## src/rtl/sar_pkg.sv

```systemverilog
// -----------------------------------------------------------------------------
// sar_pkg
// Shared types and constants for the SAR controller.
//   sar_state_t : controller state encoding
//   CAP_BUS_W   : width of each capacitor-array bottom-plate bus
//   cnt_width() : counter width able to hold values 0..max_val
// -----------------------------------------------------------------------------
package sar_pkg;

  localparam int CAP_BUS_W = 16;

  typedef enum logic [2:0] {
    ST_IDLE,
    ST_SAMPLE,
    ST_SETTLE,
    ST_STROBE,
    ST_WAIT,
    ST_DONE
  } sar_state_t;

  function automatic int cnt_width(input int max_val);
    return (max_val < 1) ? 1 : $clog2(max_val + 1);
  endfunction

endpackage

```

## src/rtl/sar_cnt.sv

```systemverilog
// -----------------------------------------------------------------------------
// sar_cnt
// Generic down-counter. Loads on load, decrements on en, and stops at zero.
// Ports:
//   clk, rst  : clock, synchronous active-high reset (count cleared)
//   load      : load load_val (wins over en)
//   en        : decrement by one while non-zero
//   load_val  : W-bit reload value
//   zero      : count is zero
// -----------------------------------------------------------------------------
module sar_cnt #(
  parameter int W = 4
) (
  input  logic         clk,
  input  logic         rst,
  input  logic         load,
  input  logic         en,
  input  logic [W-1:0] load_val,
  output logic         zero
);

  logic [W-1:0] count;

  // NOTE: state in always_ff uses non-blocking (<=) only, so every flop
  // samples pre-edge values regardless of block ordering.
  always_ff @(posedge clk) begin
    if (rst) begin
      count <= '0;
    end else if (load) begin
      count <= load_val;
    end else if (en && (count != '0)) begin
      count <= count - W'(1);
    end
  end

  assign zero = (count == '0);

endmodule

```

## src/rtl/sar_logic.sv

```systemverilog
// -----------------------------------------------------------------------------
// sar_logic
// Synchronous SAR controller for a capacitive DAC array and comparator.
// Samples the input, then resolves N_BITS bits MSB first: each bit is set as a
// trial, the DAC settles, the comparator is strobed and its decision keeps or
// clears the trial bit. The code is returned over a valid/ready handshake.
//
// Optional feature (macro SAR_CMP_TIMEOUT_EN): comparator watchdog. After
// TIMEOUT_CYCLES in WAIT without cmp_valid the bit resolves to 0 and the
// sticky cmp_timeout flag is raised.
//
// Ports:
//   clk, rst           : clock, synchronous active-high reset
//   start              : conversion request, accepted only in IDLE
//   busy               : high in every state except IDLE
//   samp_en            : sampling-switch enable
//   cap_botplate_main  : main-array bottom-plate drive (SAR code)
//   cap_botplate_diff  : diff-array bottom-plate drive (complement of code)
//   cmp_clk            : one-cycle comparator strobe
//   cmp_valid, cmp_out : comparator decision handshake (1 = keep trial bit)
//   dout, dout_valid   : conversion result, valid held until dout_ready
//   dout_ready         : result consumer ready
//   cmp_timeout        : sticky watchdog flag (SAR_CMP_TIMEOUT_EN only)
// -----------------------------------------------------------------------------
module sar_logic
  import sar_pkg::*;
#(
  parameter int N_BITS         = 16,
  parameter int SAMPLE_CYCLES  = 4,
  parameter int SETTLE_CYCLES  = 2,
  parameter int TIMEOUT_CYCLES = 15
) (
  input  logic                 clk,
  input  logic                 rst,
  input  logic                 start,
  output logic                 busy,
  output logic                 samp_en,
  output logic [CAP_BUS_W-1:0] cap_botplate_main,
  output logic [CAP_BUS_W-1:0] cap_botplate_diff,
  output logic                 cmp_clk,
  input  logic                 cmp_valid,
  input  logic                 cmp_out,
  output logic [N_BITS-1:0]    dout,
  output logic                 dout_valid,
  input  logic                 dout_ready
`ifdef SAR_CMP_TIMEOUT_EN
  ,
  output logic                 cmp_timeout
`endif
);

  // One counter width serves every phase count.
  localparam int PHASE_MAX = (SAMPLE_CYCLES > SETTLE_CYCLES) ? SAMPLE_CYCLES : SETTLE_CYCLES;
  localparam int CNT_MAX   = (PHASE_MAX > TIMEOUT_CYCLES) ? PHASE_MAX : TIMEOUT_CYCLES;
  localparam int CNT_W     = cnt_width(CNT_MAX);
  localparam int IDX_W     = cnt_width(N_BITS - 1);

  // Counters stop on zero, so load "cycles - 1". SETTLE_CYCLES=0 still spends
  // one cycle in SETTLE.
  localparam logic [CNT_W-1:0] SAMPLE_LOAD = CNT_W'(SAMPLE_CYCLES - 1);
  localparam logic [CNT_W-1:0] SETTLE_LOAD = CNT_W'((SETTLE_CYCLES > 0) ? SETTLE_CYCLES - 1 : 0);
  localparam logic [IDX_W-1:0] MSB_IDX     = IDX_W'(N_BITS - 1);

  sar_state_t        state, next_state;
  logic [N_BITS-1:0] sar;
  logic [N_BITS-1:0] sar_decided;
  logic [N_BITS-1:0] sar_stepped;
  logic [IDX_W-1:0]  bit_idx;
  logic              phase_load;
  logic [CNT_W-1:0]  phase_val;
  logic              phase_en;
  logic              phase_zero;
  logic              expire;
  logic              decide;
  logic              bit_val;
  logic              drive_plates;

  // ---------------------------------------------------------------------------
  // Phase counter: SAMPLE and SETTLE durations
  // ---------------------------------------------------------------------------
  assign phase_en = (state == ST_SAMPLE) || (state == ST_SETTLE);

  sar_cnt #(.W(CNT_W)) u_phase_cnt (
    .clk      (clk),
    .rst      (rst),
    .load     (phase_load),
    .en       (phase_en),
    .load_val (phase_val),
    .zero     (phase_zero)
  );

  // ---------------------------------------------------------------------------
  // Comparator watchdog
  // ---------------------------------------------------------------------------
`ifdef SAR_CMP_TIMEOUT_EN
  localparam logic [CNT_W-1:0] TIMEOUT_LOAD = CNT_W'(TIMEOUT_CYCLES - 1);

  logic to_zero;

  sar_cnt #(.W(CNT_W)) u_timeout_cnt (
    .clk      (clk),
    .rst      (rst),
    .load     (state == ST_STROBE),
    .en       (state == ST_WAIT),
    .load_val (TIMEOUT_LOAD),
    .zero     (to_zero)
  );

  // A decision arriving on the expiry cycle wins over the timeout.
  assign expire = (state == ST_WAIT) && to_zero && !cmp_valid;

  always_ff @(posedge clk) begin
    if (rst) begin
      cmp_timeout <= 1'b0;
    end else if (expire) begin
      cmp_timeout <= 1'b1;
    end
  end
`else
  assign expire = 1'b0;
`endif

  // A timed-out bit resolves to 0 because cmp_valid is low on expiry.
  assign decide  = (state == ST_WAIT) && (cmp_valid || expire);
  assign bit_val = cmp_valid & cmp_out;

  // Current code with bit k resolved, and the same with the next trial bit set.
  always_comb begin
    sar_decided          = sar;
    sar_decided[bit_idx] = bit_val;
    sar_stepped          = sar_decided;
    sar_stepped[bit_idx - IDX_W'(1)] = 1'b1;
  end

  // ---------------------------------------------------------------------------
  // FSM
  // ---------------------------------------------------------------------------
  // NOTE: every always_comb output gets a default first; a path that leaves
  // one unassigned would infer a latch.
  always_comb begin
    next_state = state;
    phase_load = 1'b0;
    phase_val  = SETTLE_LOAD;
    case (state)
      ST_IDLE: begin
        if (start) begin
          next_state = ST_SAMPLE;
          phase_load = 1'b1;
          phase_val  = SAMPLE_LOAD;
        end
      end
      ST_SAMPLE: begin
        if (phase_zero) begin
          next_state = ST_SETTLE;
          phase_load = 1'b1;
        end
      end
      ST_SETTLE: begin
        if (phase_zero) next_state = ST_STROBE;
      end
      ST_STROBE: next_state = ST_WAIT;
      ST_WAIT: begin
        if (decide) begin
          if (bit_idx == '0) begin
            next_state = ST_DONE;
          end else begin
            next_state = ST_SETTLE;
            phase_load = 1'b1;
          end
        end
      end
      ST_DONE: begin
        // The handshake completes before any new start is considered.
        if (dout_ready) next_state = ST_IDLE;
      end
      default: next_state = ST_IDLE;
    endcase
  end

  // Control outputs are registered from next_state so the strobe and switch
  // enables leave a flop cleanly.
  always_ff @(posedge clk) begin
    if (rst) begin
      state   <= ST_IDLE;
      busy    <= 1'b0;
      samp_en <= 1'b0;
      cmp_clk <= 1'b0;
    end else begin
      state   <= next_state;
      busy    <= (next_state != ST_IDLE);
      samp_en <= (next_state == ST_SAMPLE);
      cmp_clk <= (next_state == ST_STROBE);
    end
  end

  // ---------------------------------------------------------------------------
  // SAR register and result
  // ---------------------------------------------------------------------------
  // NOTE: the SAR code and result are plain registers, not a memory, so all of
  // them are cleared by reset.
  always_ff @(posedge clk) begin
    if (rst) begin
      sar        <= '0;
      bit_idx    <= '0;
      dout       <= '0;
      dout_valid <= 1'b0;
    end else begin
      case (state)
        ST_IDLE: sar <= '0;
        ST_SAMPLE: begin
          if (next_state == ST_SETTLE) begin
            sar[N_BITS-1] <= 1'b1;
            bit_idx       <= MSB_IDX;
          end
        end
        ST_WAIT: begin
          if (decide) begin
            if (bit_idx != '0) begin
              sar     <= sar_stepped;
              bit_idx <= bit_idx - IDX_W'(1);
            end else begin
              sar        <= sar_decided;
              dout       <= sar_decided;
              dout_valid <= 1'b1;
            end
          end
        end
        ST_DONE: begin
          if (dout_ready) dout_valid <= 1'b0;
        end
        default: ;
      endcase
    end
  end

  // ---------------------------------------------------------------------------
  // Bottom-plate drive: SAR code from SETTLE through DONE, zero otherwise.
  // Bits at and above N_BITS stay 0.
  // ---------------------------------------------------------------------------
  assign drive_plates = (state == ST_SETTLE) || (state == ST_STROBE) ||
                        (state == ST_WAIT)   || (state == ST_DONE);

  always_comb begin
    cap_botplate_main = '0;
    cap_botplate_diff = '0;
    if (drive_plates) begin
      cap_botplate_main[N_BITS-1:0] = sar;
      cap_botplate_diff[N_BITS-1:0] = ~sar;
    end
  end

endmodule

```

## config.mk

```make
export PLATFORM = sky130hd
export DESIGN_NAME = sar_logic
export DESIGN_NICKNAME = d
export VERILOG_FILES = /design/src/rtl/sar_pkg.sv /design/src/rtl/sar_cnt.sv /design/src/rtl/sar_logic.sv
export SDC_FILE = /design/constraint.sdc
export NUM_CORES = 1
export LEC_CHECK = 0
export CAP_MARGIN = 20
export CORE_MARGIN = 2
export CORE_UTILIZATION = 40
export DETAILED_ROUTE_END_ITERATION = 7
export GPL_TIMING_DRIVEN = 0
export PLACE_DENSITY_LB_ADDON = 0.2
export SLEW_MARGIN = 5
export SYNTH_ARGS = -nofsm -noshare
export SYNTH_HDL_FRONTEND = slang
export SYNTH_SLANG_ARGS = --single-unit
```

## constraint.sdc

```tcl
create_clock -name clk -period 5.1 [get_ports clk]
set_input_delay 1.02 -clock clk [delete_from_list [all_inputs] [get_ports clk]]
set_output_delay 1.02 -clock clk [all_outputs]
set_load 0.005 [all_outputs]
```

==> impl_metrics.tcl, run 1 <==
set metrics [dict create \
    status "finished, final reports clean" \
    chipWidth_um 87.7 \
    final_cell_mix "clkdlybuf4s50_1 (57), nor2_1 (47), dfxtp_1 (47)" \
    design.core.area_um2 6790 \
    drv_slew 0 \
    async_flop_share_pct 0 \
    relSlewSlack_pct 49.1 \
    grt_pass1_vias 2454 \
    cts.sinks 47 \
    max_cap_violations 0 \
    synth.avg_cell_area_um2 8.73 \
    pin_count 58 \
    cts_resized 0 \
    drtIter0Drc 169 \
    cp_max_fo 10 \
    vias_per_cell 5.39 \
    cp.required_ns 4.08 \
    ir_worst_vdd_mv 0.179 \
    nFillCells 661 \
    first_pass_iters 4 \
    period_share_pct 67.1 \
    syn_nets 336 \
    path_clk_slew_ns 0.09 \
    fmax_mhz 292 \
    dpl_cell_area_um2 3490 \
    fin_worst_skew_ns 0.0153 \
    arrival_ns 2.40 \
    cts_buffers 5 \
    use_met1_pct 31.7 \
    synth_edf_count 0 \
    n_antenna_cell 0 \
    cp-start-kind "flip-flop" \
    die_h_um 87.7 \
    worstMarginPinSlew_ns 0.764 \
    critPathMaxStageDelay_ns 0.51 \
    grt_use_met3_pct 3.49 \
    rsz0062_at_grt "false" \
    post-cts-setup-buffer-count 0 \
    h-tree-depth 2 \
    rr_worst_depth 6 \
    p_total_w 0.00141 \
    hpwl_um 5780 \
    busiest_layer "met2" \
    clock_tree.buffer_depth 2 \
    insertion_delay_ns 0.32 \
    synth_area_um2 2800 \
    worst-setup-path-type "flip-flop to output port" \
    yosysWarnings 0 \
    start_util_pct 41.2 \
    p_leak_nw 1.40 \
    rows 30 \
    cts-root-buf "clkbuf_8" \
    cts_tree "yes" \
    numPortBuffers 57 \
    routed_wl_um 7840 \
    synth_cell_types 56 \
    die-area_um2 7690 \
    path_cells "nor2b_1, nand2b_1, clkbuf_1, and2_1, clkdlybuf4s50_1" \
    layout-drive-gt1-share_pct 11.7 \
    grt_pass1_wl_um 12700 \
    stdcell_area_um2 3580 \
    postRouteAntennaNets 0 \
    power.density_nw_per_um2 393 \
    syn_inst 321 \
    fin_crit_ns 3.42 \
    wl_per_cell_um 16.3 \
    finalSetupTns_ns 0 \
    overflow 0 \
    grt_use_total_pct 21.3 \
    min_path_type "flip-flop to flip-flop" \
    route.detailed.drc 0 \
    finalHoldViolCount 0 \
    gp_congestion 0.890 \
    layout_commonest_cell "clkdlybuf4s50_1" \
    met2_usage_pct 32.3 \
    holdBufCountCts 0 \
    multi_input_area_um2 1690 \
    grt_max_degree 17 \
    vias 2597 \
    syn_to_final_growth_pct 28.0 \
    synth_seq_area_share_pct 33.6 \
    ys_ff_latch 47 \
    fin_nets 400 \
    worstSetupEndpointType "output port" \
    crit_slowest_cell "clkdlybuf4s50_1" \
    hold-path-cell-count 2 \
    setup_viol 0 \
    register_area_um2 941 \
    synth_ff_type "dfxtp_1" \
    antenna_found_initial 0 \
]
[per-stage QoR]
stage          utilization, %  cells  hold slack (ns)  setup WS (ns)
6_report                 52.8    482            0.519           1.68
5_1_grt                  52.8    482            0.529           1.48
4_1_cts                  52.8    482            0.514           1.64
3_5_place_dp             51.4    474            0.483           1.99
3_3_place_gp             51.4    474            0.486           2.03
2_1_floorplan               -    321            0.469           2.87
[path summary, 6_finish.rpt]
kind         startpoint              endpoint  slack, ns
min reg2reg     dout[0]               dout[0]       0.52
max            state[2]  cap_botplate_main[5]       1.68
max reg2reg  bit_idx[0]                  busy       2.70
min             dout[0]               dout[0]       0.52
[where the power goes]
group          internal [W]  switching, W
logic              0.000314      0.000415
registers          0.000407     0.0000335
clock network     0.0000983      0.000141
total              0.000820      0.000590
[critical path: cells and delay by family, from the launching register on]
| kind | cells | cell delay (ns) |
|---|---|---|
| flops | 1 | 0.43 |
| simple gates | 3 | 0.83 |
| buf+inv | 2 | 0.85 |
[area by class of cell]
class | count | area share, %
buffer | 24 | 3.94
clock buffer | 5 | 1.92
clock inverter | 3 | 0.663
inverter | 9 | 0.942
multi-input combinational | 241 | 47.0
sequential | 47 | 26.2
tap | 96 | 3.35
timing repair buffer | 57 | 15.9
[cells in the mapped netlist, types with 2 or more instances]
| library cell | number | area [um^2] |
|---|---|---|
| o2bb2ai_1 | 2 | 17.5 |
| clkbuf_1 | 9 | 33.8 |
| buf_4 | 4 | 30.0 |
| nor3b_2 | 2 | 25.0 |
| o22ai_1 | 2 | 12.5 |
| nand3_1 | 12 | 60.1 |
| a21oi_1 | 16 | 80.1 |
| mux2i_1 | 17 | 170 |
| dfxtp_1 | 47 | 941 |
| xor2_1 | 2 | 17.5 |
| nand2_1 | 17 | 63.8 |
| a211oi_1 | 2 | 15.0 |
| xnor2_1 | 4 | 35.0 |
| o221ai_1 | 6 | 52.6 |
| and3_1 | 6 | 37.5 |
| ha_1 | 9 | 113 |
| a22oi_1 | 2 | 15.0 |
| a221o_1 | 6 | 60.1 |
| and2_1 | 17 | 106 |
| o211ai_1 | 2 | 15.0 |
| o31ai_1 | 3 | 22.5 |
| nor2_1 | 47 | 176 |
| buf_6 | 4 | 45.0 |
| nand3b_1 | 6 | 45.0 |
| nand2b_1 | 5 | 31.3 |
| nor4b_1 | 2 | 17.5 |
| buf_2 | 5 | 25.0 |
| nor3b_1 | 2 | 15.0 |
| or3b_1 | 3 | 26.3 |
| a211oi_2 | 15 | 188 |
| inv_1 | 8 | 30.0 |
| nor3_1 | 2 | 10.0 |
| nor4_1 | 2 | 12.5 |
| buf_1 | 2 | 7.51 |
| a311oi_1 | 3 | 26.3 |
| nor2b_1 | 3 | 18.8 |
| o21ai_0 | 6 | 30.0 |
[state kept, by name (all words and copies together) (netlist names)]
name,count
dout,16
sar,16
bit_idx,4
u_phase_cnt.count,4
state,3
busy,1
cmp_clk,1
dout_valid,1
samp_en,1
[per-layer routing]
metal / up-vias / wire length, um
met2: 70 / 3550
met1: 1240 / 3810
met3: 6 / 410
met5: - / 0
met4: 0 / 74
li1: 1281 / -
[cell families (layout without fill, tap and decap cells)]
kind of cell | after synthesis | in the layout | share of synthesized area, %
simple gates | 135 | 135 | 26.0
compound gates | 73 | 73 | 21.8
flops | 47 | 47 | 33.6
buf+inv | 33 | 98 | 6.25
mux | 18 | 18 | 6.48
fa+ha+maj | 9 | 9 | 4.02
xor+xnor | 6 | 6 | 1.88
Note: power is estimated with default switching activity, not from simulation.
==> run 2, diff against run 1 <==
==> constraint.sdc (replaced) <==
create_clock -name clk -period 2.9 [get_ports clk]
set_input_delay 0.58 -clock clk [delete_from_list [all_inputs] [get_ports clk]]
set_output_delay 0.58 -clock clk [all_outputs]
set_load 0.005 [all_outputs]
==> run 2 against run 1 <==
Clock skew is essentially flat; sequential power grew 76%; global-route usage decreased by 0.059 points; core utilization grew 0.13 points; clock power increased by 78%; via count is 1.5% higher; worst hold slack hardly changed; die area unchanged; clock-buffer cell count stayed put; non-clock buffer count stayed put; combinational power grew 77%; final area grew 0.24%.
==> impl_metrics.tcl, run 2 (synthesized netlist as in run 1, its figures left out) <==
set metrics [dict create \
    status "finished, final reports clean" \
    cts-root-buf "clkbuf_8" \
    fin_crit_ns 2.71 \
    overflow 0 \
    final_cell_mix "clkdlybuf4s50_1 (57), nor2_1 (47), dfxtp_1 (47)" \
    max_cap_violations 0 \
    grt_pass1_vias 2448 \
    layout_commonest_cell "clkdlybuf4s50_1" \
    cts.sinks 47 \
    cp_max_fo 10 \
    path_clk_slew_ns 0.09 \
    crit_buf_inv 3 \
    top_regs "dout x16, sar x16" \
    first_pass_iters 4 \
    wl_per_cell_um 16.3 \
    dpl.cell_count 474 \
    stdcell_area_um2 3590 \
    p_leak_nw 1.40 \
    cts_buffers 5 \
    path_cells "nor2b_2, nor2b_1, clkbuf_2, clkbuf_2, nor2_1, clkdlybuf4s50_1" \
    reg2reg_slack_ns 0.50 \
    hpwl_um 5780 \
    clock_tree.buffer_depth 2 \
    numPortBuffers 57 \
    dpl_cell_area_um2 3490 \
    grt_use_total_pct 21.2 \
    layout-drive-gt1-share_pct 13.0 \
    post-cts-setup-buffer-count 0 \
    postRouteAntennaNets 0 \
    grt_pass1_wl_um 12700 \
    grt_max_degree 17 \
    relSlewSlack_pct 50.1 \
    start_util_pct 41.2 \
    power.density_nw_per_um2 695 \
    final_cells 482 \
    holdBufCountCts 0 \
    rsz0062_at_grt "false" \
    setup_viol 0 \
    die_h_um 87.7 \
    route.detailed.drc 0 \
    fin_worst_skew_ns 0.0153 \
    antenna_found_initial 0 \
    cts_tree "yes" \
    min_path_type "flip-flop to flip-flop" \
    vias 2635 \
    insertion_delay_ns 0.32 \
    worst-setup-path-type "flip-flop to output port" \
    crit_slowest_cell "clkdlybuf4s50_1" \
    cp.required_ns 2.32 \
    vias_per_cell 5.47 \
    finalHoldViolCount 0 \
    cp-start-kind "flip-flop" \
    drv_slew 0 \
    chipWidth_um 87.7 \
    fmax_mhz 369 \
    critPathMaxStageDelay_ns 0.51 \
    drtIter0Drc 158 \
    cpMostUsedCell "clkbuf_2" \
    h-tree-depth 2 \
    finalSetupTns_ns 0 \
    n_antenna_cell 0 \
    gp_congestion 0.890 \
    arrival_ns 2.13 \
    worstSetupEndpointType "output port" \
    fin_nets 400 \
    routed_wl_um 7840 \
    rows 30 \
    die-area_um2 7690 \
    ir_worst_vdd_mv 0.314 \
    syn_to_final_growth_pct 28.3 \
    period_share_pct 93.4 \
    cp_top_family "buffers and inverters" \
    pin_count 58 \
    worstMarginPinSlew_ns 0.748 \
    design.core.area_um2 6790 \
]
run 2: changes by cell type in the layout (fill, tap and decap cells not counted):
cell / change
clkbuf_1: -3
clkbuf_2: +3
nand2b_1: -1
nand2b_2: +1
nor2b_1: -1
nor2b_2: +1
run 2: worst paths after layout:
kind,from,cells past startpoint,end
max,state[2],6,cap_botplate_diff[10]
min,dout[0],2,dout[0]
max reg2reg,bit_idx[0],6,busy
min reg2reg,dout[0],2,dout[0]
run 2: per-stage QoR:
stage | total power [W] | utilization [%] | hold WS, ns | setup slack [ns]
2_1_floorplan | 0.00161 | - | 0.469 | 1.01
3_3_place_gp | 0.00207 | 51.4 | 0.486 | 0.265
3_5_place_dp | 0.00206 | 51.4 | 0.483 | 0.232
4_1_cts | 0.00249 | 52.8 | 0.514 | 0.00576
5_1_grt | 0.00266 | 52.9 | 0.529 | 0.0204
6_report | 0.00250 | 52.9 | 0.519 | 0.193
run 2: metal layers:
| metal | vias up | wire length (um) | global-route usage (%) |
|---|---|---|---|
| met3 | 6 | 386 | 3.49 |
| met1 | 1256 | 3910 | 31.8 |
| met4 | 0 | 74 | 4.62 |
| met2 | 89 | 3460 | 32.0 |
| li1 | 1284 | - | - |
| met5 | - | 0 | 0 |
run 2: tightest hold or removal path, delay by kind of cell, from the launching register on:
kind / cells / cell delay [ns]
AND/OR/NAND/NOR: 1 / 0.08
flip-flops: 1 / 0.34
multiplexers: 1 / 0.07
run 2: report_power, final:
part	internal [W]	leakage (nW)	switching, W	total, W
logic	0.000557	0.983	0.000737	0.00129
clock network	0.000173	0.0408	0.000255	0.000428
registers	0.000716	0.381	0.0000592	0.000775
total	0.00145	1.40	0.00105	0.00250
run 2: repair_timing:
| action | in CTS | in global routing |
|---|---|---|
| resized for setup | 2 | 4 |
| endpoints found under the setup margin | 20 | 20 |
| gates cloned | 0 | 0 |
run 2: cell type report:
cell class                      count  area [um^2]
Tap cell                           96          120
Clock buffer                        5         68.8
Clock inverter                      3         23.8
Buffer                             24          145
Timing Repair Buffer               57          571
Inverter                            9         33.8
Fill cell                         661         3200
Multi-Input combinational cell    241         1690
Sequential cell                    47          941
